$ cat src/rtl/hazard_pkg.sv
// Shared types for the pipeline hazard sequencer: FSM state encoding and the
// per-cycle control bundle that drives the pipeline registers and the PC.
package hazard_pkg;

  localparam int unsigned REG_AW = 5;

  typedef enum logic {
    ST_RUN      = 1'b0,
    ST_MEM_WAIT = 1'b1
  } state_e;

  typedef struct packed {
    logic pc_write;
    logic ifid_write;
    logic ifid_flush;
    logic idex_bubble;
    logic idex_write;
    logic exmem_hold;
    logic memwb_bubble;
    logic dmem_req;
  } ctrl_t;

  // Everything advances, nothing is squashed.
  function automatic ctrl_t ctrl_default(input logic req);
    ctrl_t c;
    c            = '0;
    c.pc_write   = 1'b1;
    c.ifid_write = 1'b1;
    c.idex_write = 1'b1;
    c.dmem_req   = req;
    return c;
  endfunction

  function automatic ctrl_t ctrl_reset();
    ctrl_t c;
    c              = '0;
    c.ifid_flush   = 1'b1;
    c.idex_bubble  = 1'b1;
    c.memwb_bubble = 1'b1;
    return c;
  endfunction

  // Front of the pipe frozen, EX/MEM held, MEM/WB fed bubbles while memory is busy.
  function automatic ctrl_t ctrl_mem_stall();
    ctrl_t c;
    c              = '0;
    c.exmem_hold   = 1'b1;
    c.memwb_bubble = 1'b1;
    c.dmem_req     = 1'b1;
    return c;
  endfunction

  function automatic ctrl_t ctrl_load_use(input logic req);
    ctrl_t c;
    c             = ctrl_default(req);
    c.pc_write    = 1'b0;
    c.ifid_write  = 1'b0;
    c.idex_bubble = 1'b1;
    return c;
  endfunction

endpackage

$ cat src/rtl/hazard_detect.sv
// Load-use compare: the ID/EX load writes a register the IF/ID instruction reads.
module hazard_detect
  import hazard_pkg::*;
(
  input  logic              idex_memread_i,
  input  logic [REG_AW-1:0] idex_rd_i,
  input  logic [REG_AW-1:0] ifid_rs1_i,
  input  logic [REG_AW-1:0] ifid_rs2_i,
  input  logic              ifid_rs1_used_i,
  input  logic              ifid_rs2_used_i,
  output logic              lu_o
);

  logic rs1_hit;
  logic rs2_hit;
  logic rd_live;

  assign rs1_hit = ifid_rs1_used_i && (ifid_rs1_i == idex_rd_i);
  assign rs2_hit = ifid_rs2_used_i && (ifid_rs2_i == idex_rd_i);
  // x0 is hardwired to zero, so a load into it never creates a dependency.
  assign rd_live = (idex_rd_i != '0);

  assign lu_o = idex_memread_i && rd_live && (rs1_hit || rs2_hit);

endmodule

$ cat src/rtl/pipe_hazard_ctrl.sv
// Pipeline sequencer for the 5-stage core: stall/flush/bubble decode for load-use,
// taken branches and variable-latency data memory, plus stall counter and timeout flag.
module pipe_hazard_ctrl
  import hazard_pkg::*;
#(
  parameter int unsigned MEM_TIMEOUT = 64,
  parameter int unsigned CNT_W       = 32
) (
  input  logic              clk_i,
  input  logic              rst_i,
  input  logic              idex_memread_i,
  input  logic [REG_AW-1:0] idex_rd_i,
  input  logic [REG_AW-1:0] ifid_rs1_i,
  input  logic [REG_AW-1:0] ifid_rs2_i,
  input  logic              ifid_rs1_used_i,
  input  logic              ifid_rs2_used_i,
  input  logic              branch_taken_i,
  input  logic              exmem_memread_i,
  input  logic              exmem_memwrite_i,
  input  logic              dmem_ack_i,
  output logic              pc_write_o,
  output logic              ifid_write_o,
  output logic              ifid_flush_o,
  output logic              idex_bubble_o,
  output logic              idex_write_o,
  output logic              exmem_hold_o,
  output logic              memwb_bubble_o,
  output logic              dmem_req_o,
  output logic [CNT_W-1:0]  stall_cnt_o,
  output logic              err_o
);

  localparam int unsigned WAIT_W = $clog2(MEM_TIMEOUT + 1);
  localparam logic [WAIT_W-1:0] WAIT_MAX  = WAIT_W'(MEM_TIMEOUT);
  localparam logic [WAIT_W-1:0] WAIT_LAST = WAIT_W'(MEM_TIMEOUT - 1);

  state_e            state_q, state_d;
  logic [WAIT_W-1:0] wait_cnt_q, wait_cnt_d;
  logic [CNT_W-1:0]  stall_cnt_q, stall_cnt_d;
  logic              err_q, err_d;

  logic  acc;
  logic  lu;
  logic  mem_stall;
  ctrl_t ctrl;

  hazard_detect u_hazard_detect (
    .idex_memread_i  (idex_memread_i),
    .idex_rd_i       (idex_rd_i),
    .ifid_rs1_i      (ifid_rs1_i),
    .ifid_rs2_i      (ifid_rs2_i),
    .ifid_rs1_used_i (ifid_rs1_used_i),
    .ifid_rs2_used_i (ifid_rs2_used_i),
    .lu_o            (lu)
  );

  assign acc = exmem_memread_i | exmem_memwrite_i;

  // A missing ack stalls from the very first cycle of the access, even while still in RUN.
  assign mem_stall = (state_q == ST_MEM_WAIT) ? !dmem_ack_i : (acc && !dmem_ack_i);

  always_comb begin : decode
    ctrl = ctrl_default(1'b0);
    if (rst_i) begin
      ctrl = ctrl_reset();
    end else if (mem_stall) begin
      ctrl = ctrl_mem_stall();
    end else if (state_q == ST_MEM_WAIT) begin
      ctrl = ctrl_default(1'b1);
    end else if (lu) begin
      ctrl = ctrl_load_use(acc);
    end else begin
      ctrl            = ctrl_default(acc);
      ctrl.ifid_flush = branch_taken_i;
    end
  end

  always_comb begin : next_state
    state_d     = state_q;
    wait_cnt_d  = wait_cnt_q;
    stall_cnt_d = stall_cnt_q;
    err_d       = err_q;

    if (!ctrl.pc_write && (stall_cnt_q != '1)) begin
      stall_cnt_d = stall_cnt_q + CNT_W'(1);
    end

    case (state_q)
      ST_RUN: begin
        wait_cnt_d = '0;
        if (acc && !dmem_ack_i) begin
          state_d = ST_MEM_WAIT;
        end
      end
      ST_MEM_WAIT: begin
        if (wait_cnt_q != WAIT_MAX) begin
          wait_cnt_d = wait_cnt_q + WAIT_W'(1);
        end
        if (wait_cnt_q == WAIT_LAST) begin
          err_d = 1'b1;
        end
        if (dmem_ack_i) begin
          state_d = ST_RUN;
        end
      end
      default: state_d = ST_RUN;
    endcase
  end

  always_ff @(posedge clk_i) begin
    if (rst_i) begin
      state_q     <= ST_RUN;
      wait_cnt_q  <= '0;
      stall_cnt_q <= '0;
      err_q       <= 1'b0;
    end else begin
      state_q     <= state_d;
      wait_cnt_q  <= wait_cnt_d;
      stall_cnt_q <= stall_cnt_d;
      err_q       <= err_d;
    end
  end

  assign pc_write_o     = ctrl.pc_write;
  assign ifid_write_o   = ctrl.ifid_write;
  assign ifid_flush_o   = ctrl.ifid_flush;
  assign idex_bubble_o  = ctrl.idex_bubble;
  assign idex_write_o   = ctrl.idex_write;
  assign exmem_hold_o   = ctrl.exmem_hold;
  assign memwb_bubble_o = ctrl.memwb_bubble;
  assign dmem_req_o     = ctrl.dmem_req;
  assign stall_cnt_o    = stall_cnt_q;
  assign err_o          = err_q;

endmodule

$ cat config.mk
export PLATFORM = sky130hd
export DESIGN_NAME = pipe_hazard_ctrl
export DESIGN_NICKNAME = d
export VERILOG_FILES = /design/src/rtl/hazard_pkg.sv /design/src/rtl/hazard_detect.sv /design/src/rtl/pipe_hazard_ctrl.sv
export SDC_FILE = /design/constraint.sdc
export NUM_CORES = 1
export LEC_CHECK = 0
export ABC_AREA = 1
export BUFFER_PORTS_ARGS = -buffer_cell sky130_fd_sc_hd__buf_2
export CAP_MARGIN = 10
export CORE_MARGIN = 2
export CORE_UTILIZATION = 55
export CTS_CLUSTER_DIAMETER = 60
export DETAILED_ROUTE_END_ITERATION = 12
export PLACE_DENSITY = 0.82
export SLEW_MARGIN = 25
export SYNTH_ARGS = -nofsm -noshare
export SYNTH_HDL_FRONTEND = slang
export SYNTH_SLANG_ARGS = --single-unit
$ cat constraint.sdc
create_clock -name clk_i -period 3.25 [get_ports clk_i]
set_input_delay 0.65 -clock clk_i [delete_from_list [all_inputs] [get_ports clk_i]]
set_output_delay 0.65 -clock clk_i [all_outputs]
set_load 0.05 [all_outputs]
==> key figures, run 1 <==
Outcome
  – Status: completed

Routing
  – WL met2: between 3000 and 4000 µm
  – Avg WL per Cell: approximately 12 µm
  – Antenna-violating nets left: 0
  – Detailed Routing Iterations Pass 1: 5
  – Top routing layer used: met4
  – Met3 routed WL: 413 µm
  – Via total after detailed routing: ~3100
  – M1 WL: 3110 µm
  – Post-route DRC: 0
  – Initial drt markers: 270
  – Routed vias/inst: about 5.3
  – Final WL: ~7100 µm

Clock tree
  – Max clock buf depth: 2
  – Clock root cell: clkbuf_8
  – Resize count post-CTS: 0
  – CTS Hold Bufs: 0
  – Reg clk slew, reported paths: about 70 ps
  – Postcts setup bufs: 0
  – Worst-Skew Late Latency: around 300 ps
  – CTS tree: done
  – Num Clock Sinks: 41
  – H-tree depth: 2
  – CTS Buf Count: 5

Timing
  – Fin crit period: around 2600 ps
  – Fin crit share: 79.0%
  – Fmax: 389 MHz
  – Slew Limit Fails: 0
  – Clock Skew: 10.1 ps
  – Setup TNS: 0 ps
  – Tightest Pin Transition: between 600 and 700 ps
  – Final hold violations: 0
  – Unrepaired setup endpoints after global routing: no
  – Final setup fails: 0
  – Slew headroom: 56.5%

Power and ir drop
  – PD cells: approximately 320 nW/µm²
  – VDD IR max: 0.000181 V
  – Leak pwr: ~1.4 nW

GRT
  – Largest net degree at the start of global routing: 32
  – First-pass GRT wire length: approximately 12000 µm
  – Vias in the first global route: approximately 2700
  – GRT Util Overall: between 20% and 30%
  – Initial antenna violation count: 0
  – Overflow after GRT: 0

Place
  – Post-DP Area: approximately 3000 µm²
  – Port-buffer cells: between 60 and 70
  – Post-DP HPWL: between 5000 and 6000 µm
  – Gpl congestion: 0.924

Yosys
  – Synthesis Warnings: 0
  – Top FF cell, synth: dfxtp_1
  – Asr flop ratio synth: 0%
  – Post-synth top area cell: dfxtp_1
  – Synth top area cells: dfxtp_1 (30%), nand2_1 (19%), nand3_1 (8.8%)
  – Yosys top cell area share: ~30%
  – Post-synth cell types: 25
  – Post-synth EDFFs: 0
  – Synthesized Nets: 478
  – Register area share after synthesis: around 30%
  – Seq cells post-synth: slightly above 40
  – Syn Std Cell Area: ~2700 µm²
  – Post-synthesis cell count: roughly 450
  – Avg Inst Size Synth: around 6.1 µm²

Finish
  – Area growth, synth to finish: 16.6%
  – Total Nets Final: 539
  – Layout cell share with drive strength beyond 1: around 16%
  – Fillers: 461
  – Diode count: 0
  – Fin area: between 3000 and 4000 µm²

Die
  – # IOs: 65
  – Row cnt: 25
  – Starting Density: a little under three fifths
  – DIE HEIGHT: between 70 and 80 µm
  – Die Wd: between 70 and 80 µm
  – Die area: between 5000 and 6000 µm²
  – Core ar.: around 4800 µm²

Setup path
  – Critical Path AT: between 1500 and 2000 ps
  – Worst-path maximum fanout: 9
  – Crit path kind: input pin to output port
  – Worst setup SP type: input pin
  – Worst Setup End Kind: output port
  – Critical path required time: 2600 ps

Worst hold path
  – Min-delay worst type: flop to flop

Job
  – Max-Cap Viols: 0
[synthesized netlist by cell type, types with 2 or more instances]
master and n:
nor2_1 58, nand2_2 2, dfxtp_1 41, nand4_1 9
nand2_1 140, xnor2_1 2, ha_1 3, inv_1 49
buf_6 3, nand3b_1 4, nand3_1 48, clkbuf_1 6
a21oi_1 36, nor3_2 3, buf_2 3, o21ai_0 6
nor3_1 12, xor2_1 19
[path summary, 6_finish.rpt]
path	to	slack [ps]	start	depth (start not counted)
max	pc_write_o	680	exmem_memwrite_i	7
min	err_o	480	err_o	2
max reg2reg	stall_cnt_o[29]	990	stall_cnt_o[0]	9
min reg2reg	err_o	480	err_o	2
[state kept, by name (all words and copies together) (netlist names)]
register / flops
err_o: 1
state_q: 1
wait_cnt_q: 7
stall_cnt_o: 32
[power breakdown]
group | switching, mW | internal [mW] | total (mW) | leakage, nW
sequential | 0.00629 | 0.506 | 0.513 | 0.331
combinational | 0.0937 | 0.0365 | 0.130 | 0.995
clock | 0.180 | 0.192 | 0.372 | 0.0542
total | 0.280 | 0.735 | 1.01 | 1.38
[layout by cell type (no fill, tap or decap), types with 2 or more instances in the layout]
cell type	n
nor3_1	12
nand3b_1	4
a21oi_1	36
buf_4	4
nand3_1	48
dfxtp_1	41
nor3_2	3
inv_1	49
nor2_1	57
nand2_2	2
clkbuf_8	7
nand4_1	9
nand2_1	140
xor2_1	19
ha_1	3
xnor2_1	2
buf_2	64
o21ai_0	6
[critical path: stages]
cell	delay (ps)
buf_2	100
nor3_2	250
nor2_1	120
nor2_2	140
nand2_1	240
inv_1	140
buf_2	270
[final cells by class]
type	count	area (µm²)	share of cell area (%)
flip-flops and latches	41	821	25.7
clock buffers	7	96.3	3.02
multi-input cells	347	1650	51.7
repair buffers	68	350	11.0
well taps	67	83.8	2.63
clock inverters	1	5.00	0.157
inverters	49	184	5.76
[routing by layer]
metal / up-vias / GRT usage, %
met4: 0 / 7.74
met5: - / 0
met1: 1387 / 36.6
met3: 13 / 4.88
li1: 1564 / -
met2: 94 / 45.9
[cells by family (layout without fill, tap and decap cells)]
kind of cell | Yosys count | after routing | share of synthesized area (%)
simple gates | 278 | 278 | 43.7
xor+xnor | 21 | 21 | 6.72
flops | 41 | 41 | 30.0
compound gates | 45 | 45 | 8.46
fa+ha+maj | 3 | 3 | 1.37
buf+inv | 63 | 125 | 9.74
[per-stage QoR]
| stage | cells | hold WS, ps | total power, mW | utilization (%) | worst slack, ps |
|---|---|---|---|---|---|
| after global placement | 572 | 448 | 0.651 | 65.0 | 771 |
| final | 580 | 478 | 1.01 | 67.1 | 682 |
| after detailed placement | 572 | 459 | 0.654 | 65.0 | 685 |
| after CTS | 580 | 483 | 1.02 | 67.1 | 701 |
| after global routing | 580 | 495 | 1.06 | 67.1 | 540 |
| after floorplan | 451 | 452 | 0.619 | - | 49.8 |
Note: power is estimated with default switching activity, not from simulation.
==> run 2: changes to the inputs <==
Settings changed: CORE_UTILIZATION 55 to 54, PLACE_DENSITY 0.82 to 0.8.
Clock period 3.25 ns to 2.6 ns, I/O delays scaled along.
==> run 2 against run 1 <==
Non-clock buffer count up 2. Largest power group unchanged. Die area is 1.8% higher. Final cell count rose by 0.34%. Flip-flop and latch count unchanged.
==> key figures, run 2 (synthesized netlist as in run 1, its figures left out) <==
Outcome
  – Status: completed

GRT
  – Vias in the first global route: about 2800
  – Initial antenna violation count: 0
  – Overflow after GRT: 0
  – Largest net degree at the start of global routing: 32
  – GRT Util Overall: between 20% and 30%
  – First-pass GRT wire length: between 10000 and 15000 µm

Clock tree
  – Postcts setup bufs: 0
  – Num Clock Sinks: just over 40
  – CTS tree: done
  – Reg clk slew, reported paths: 80 ps
  – Resize count post-CTS: 0
  – H-tree depth: 2
  – Max clock buf depth: 2
  – CTS Buf Count: 5
  – CTS Hold Bufs: 0
  – Worst-Skew Late Latency: 310 ps
  – Clock root cell: clkbuf_8

Die
  – Row cnt: 25
  – Die area: roughly 5700 µm²
  – Die Wd: roughly 75 µm
  – Core ar.: 4820 µm²
  – # IOs: 65
  – DIE HEIGHT: approximately 75 µm
  – Starting Density: between 50% and 60%

Timing
  – Fin crit share: 87.5%
  – Fin crit period: approximately 2300 ps
  – Setup TNS: 0 ps
  – Final hold violations: 0
  – Clock Skew: 4.35 ps
  – Tightest Pin Transition: roughly 560 ps
  – Fmax: between 400 and 500 MHz
  – WHS: 399 ps
  – Slew headroom: about 63%
  – Unrepaired setup endpoints after global routing: no
  – Final setup fails: 0
  – Slew Limit Fails: 0

Setup path
  – Critical path required time: 2080 ps
  – FF-to-FF Start: stall_cnt_o[1]
  – Worst Setup End Kind: output port
  – Crit path kind: input pin to output port
  – Critical Path AT: 1760 ps
  – Worst setup SP type: input pin
  – Worst-path maximum fanout: 6
  – Crit path from: idex_rd_i[1]

Finish
  – Most frequent cells in the layout: nand2_1 (140), buf_2 (64), nor2_1 (57), inv_1 (48), nand3_1 (48)
  – Max reg flops: 32
  – Fin area: around 3200 µm²
  – Total Nets Final: approximately 540
  – Layout cell share with drive strength beyond 1: about 17%
  – Area growth, synth to finish: 17.0%
  – Commonest non-fill, non-tap cell in the layout: nand2_1
  – Diode count: 0

Routing
  – Initial drt markers: a little over 200
  – Detailed Routing Iterations Pass 1: 5
  – Final WL: approximately 7000 µm
  – Avg WL per Cell: between 10 and 15 µm
  – Routed vias/inst: roughly 5.1
  – Antenna-violating nets left: 0
  – Post-route DRC: 0
  – Via total after detailed routing: approximately 3000

Worst hold path
  – Hold Path Origin: dmem_ack_i
  – Min-delay worst type: input pin to flop

Power and ir drop
  – Leak pwr: approximately 1.4 nW
  – PD cells: approximately 390 nW/µm²
  – VDD IR max: between 0.0002 and 0.00025 V
  – Tot Pwr: about 1.2 mW

Place
  – Post-DP HPWL: around 5300 µm
  – Post-DP Area: 3110 µm²
  – Gpl congestion: approximately 0.9
  – Port-buffer cells: 64

Job
  – Max-Cap Viols: 0
-- run 2: changes by cell type in the layout (fill, tap and decap cells not counted) --
cell and change:
clkinv_2 +1, o21ai_0 -1, clkbuf_8 -2, inv_1 -1, o21ai_1 +1, buf_4 +2
nor2_2 -1, nor2_4 +1, clkinvlp_4 +2
-- run 2: power by group --
group,switching (mW),total [mW],internal [mW]
registers,0.00570,0.639,0.633
clock network,0.244,0.430,0.186
logic,0.120,0.168,0.0480
total,0.369,1.24,0.866
-- run 2: stage by stage --
step	cells	setup WS, ps	util, %
2_1_floorplan	451	17.6	-
3_3_place_gp	574	387	64.6
3_5_place_dp	574	335	64.6
4_1_cts	582	334	66.4
5_1_grt	582	141	66.4
6_report	582	325	66.4
-- run 2: metal layers --
metal  share of wire (%)  GRT usage, %
met5                   0             0
met4                 1.2          7.21
met3                 7.2          5.49
met2                  49          48.0
met1                  43          32.2
-- run 2: final cells by class --
class                      count  area [µm²]
clock buffer                   5        68.8
clock inverter                 3        17.5
fill                         487        1620
inverter                      49         188
multi-input combinational    347        1660
sequential                    41         821
tap                           67        83.8
timing repair buffer          70         365
-- run 2: path summary, 6_finish.rpt --
path	to	slack, ps	cells past startpoint
worst min-delay path	state_q	400	2
worst max-delay path	ifid_write_o	320	11
worst max register to register	stall_cnt_o[22]	430	9
worst min register to register	err_o	480	2
-- run 2: worst max-delay path: stages --
cell and delay [ps]:
buf_2 100, inv_1 70, nand2_1 60, nand2_1 50
nor2_1 110, nand3_1 80, nand2_1 80, nand3_1 80
nand2_1 250, clkinvlp_4 140, buf_2 220
==> run 3: changes to the inputs <==
Settings changed: CELL_PAD_IN_SITES_DETAIL_PLACEMENT set to 0, CELL_PAD_IN_SITES_GLOBAL_PLACEMENT set to 1, CORE_UTILIZATION 54 to 37, PLACE_DENSITY 0.8 to 0.81.
==> run 3 against run 2 <==
Largest cell class unchanged. Critical path depth decreased by 4. Final cell count up 5.7%. Clock skew barely moved. Non-clock buffer count rose by 2. Fmax hardly changed. Global-route usage fell by 7.4 points.
==> key figures, run 3 (synthesized netlist as in run 1, its figures left out) <==
Timing
  – Fmax: about 440 MHz
  – WHS: just over 400 ps
  – Tightest Pin Transition: roughly 640 ps
  – Slew Limit Fails: 0
  – Setup TNS: 0 ps
  – Fin crit period: between 2000 and 2500 ps
  – Final setup fails: 0
  – Fin crit share: about 90%
  – Slew headroom: between 50% and 60%
  – Clock Skew: around 4.5 ps
  – Final hold violations: 0
  – Unrepaired setup endpoints after global routing: no

Power and ir drop
  – VDD IR max: 0.000197 V
  – Power share of the sequential group: 51.6%
  – PD cells: 380 nW/µm²
  – Internal Power: roughly 0.89 mW
  – Switch Pwr: 0.345 mW
  – Clock Power Share: 34.6%
  – Leak pwr: 1.39 nW
  – Tot Pwr: between 1 and 1.5 mW
  – Gate power share: between 10 and 15%
  – Switching part of the total power: 27.9%

Setup path
  – Chain of cells forming the critical path: buf_2 -> nor3_2 -> nor2_1 -> nor2_4 -> nand2_1 -> clkinvlp_4 -> buf_2
  – CP peak stage delay: between 200 and 300 ps
  – CP dominant cell by count: buf_2
  – Worst setup SP type: input pin
  – Critical Path AT: ~1800 ps
  – Worst-path maximum fanout: 6
  – Critical path required time: between 2000 and 2500 ps
  – Slowest stage cell, crit path: nor3_2
  – Worst Setup End Kind: output port
  – FF-to-FF Start: stall_cnt_o[1]
  – Crit path from: exmem_memwrite_i
  – Crit path kind: input pin to output port

GRT
  – First-pass GRT wire length: ~13000 µm
  – Vias in the first global route: between 2000 and 3000
  – Largest net degree at the start of global routing: 32
  – GRT Util Overall: roughly 19%
  – Initial antenna violation count: 0
  – Overflow after GRT: 0

Clock tree
  – Reg clk slew, reported paths: roughly 80 ps
  – CTS Hold Bufs: 0
  – Clock root cell: clkbuf_8
  – Max clock buf depth: 2
  – H-tree depth: 2
  – CTS tree: done
  – Postcts setup bufs: 0
  – CTS Buf Count: 5
  – Worst-Skew Late Latency: between 200 and 300 ps
  – Resize count post-CTS: 0
  – Num Clock Sinks: between 40 and 50

Routing
  – Initial drt markers: 121
  – Routed vias/inst: 4.83
  – Avg WL per Cell: 12.3 µm
  – Final WL: roughly 7500 µm
  – Via total after detailed routing: approximately 3000
  – Detailed Routing Iterations Pass 1: 4
  – Post-route DRC: 0
  – Antenna-violating nets left: 0

Worst hold path
  – Hold Path Origin: dmem_ack_i
  – Min-delay worst type: input pin to flop

Die
  – Die Wd: around 90 µm
  – # IOs: 65
  – Core ar.: roughly 7200 µm²
  – DIE HEIGHT: around 90 µm
  – Row cnt: 31
  – Starting Density: between 30% and 40%
  – Die area: slightly above 8000 µm²

Finish
  – Area growth, synth to finish: 19.0%
  – Layout cell share with drive strength beyond 1: between 10% and 20%
  – Max reg flops: 32
  – Total Nets Final: between 500 and 600
  – Commonest non-fill, non-tap cell in the layout: nand2_1
  – Diode count: 0
  – Most frequent cells in the layout: nand2_1 (140), buf_2 (64), nor2_1 (57), inv_1 (48), nand3_1 (48)

Place
  – Post-DP HPWL: roughly 6000 µm
  – Port-buffer cells: between 60 and 70
  – Gpl congestion: approximately 0.89

Job
  – Max-Cap Viols: 0

Outcome
  – Status: completed
==> run 3: per-layer routing <==
layer | part of all wire (%) | track usage [%] | vias to the layer above | routed length (µm)
met4 | 1.6 | 5.51 | 0 | 124
met1 | 47 | 25.5 | 1338 | 3570
met3 | 3.7 | 3.60 | 11 | 276
met2 | 47 | 32.2 | 52 | 3570
met5 | 0 | 0 | - | 0
li1 | - | - | 1568 | -
==> run 3: metrics by stage <==
| stage | instances | area (µm²) | util (%) | setup slack (ps) |
|---|---|---|---|---|
| after global placement | 608 | 3170 | 43.9 | 347 |
| after detailed placement | 608 | 3170 | 43.9 | 318 |
| after global routing | 615 | 3260 | 45.1 | 146 |
| final | 615 | 3260 | 45.1 | 324 |
| after floorplan | 451 | 2750 | - | 17.6 |
| after CTS | 615 | 3260 | 45.1 | 310 |
==> run 3: final cells by class <==
cell class                 count  area, µm²
clock buffer                   7       86.3
fill                         849       3960
inverter                      49        188
multi-input combinational    347       1660
sequential                    41        821
tap                           99        124
timing repair buffer          72        380
==> run 3: final timing paths <==
path / to / slack [ps] / cells past startpoint
max: pc_write_o / 320 / 7
min: state_q / 410 / 2
max reg2reg: stall_cnt_o[20] / 530 / 9
min reg2reg: err_o / 470 / 2
==> run 3: power by group through the flow <==
stage | clock, mW | sequential (mW) | combinational (mW)
floorplan | 0 | 0.667 | 0.109
global placement | 0 | 0.654 | 0.171
detailed placement | 0 | 0.654 | 0.172
CTS | 0.444 | 0.639 | 0.172
global route | 0.477 | 0.640 | 0.189
finish | 0.429 | 0.639 | 0.171
==> run 3: critical path: cells and delay by family <==
kind,cells,cell delay (ps)
buffers and inverters,3,490
and+or+nand+nor,4,740
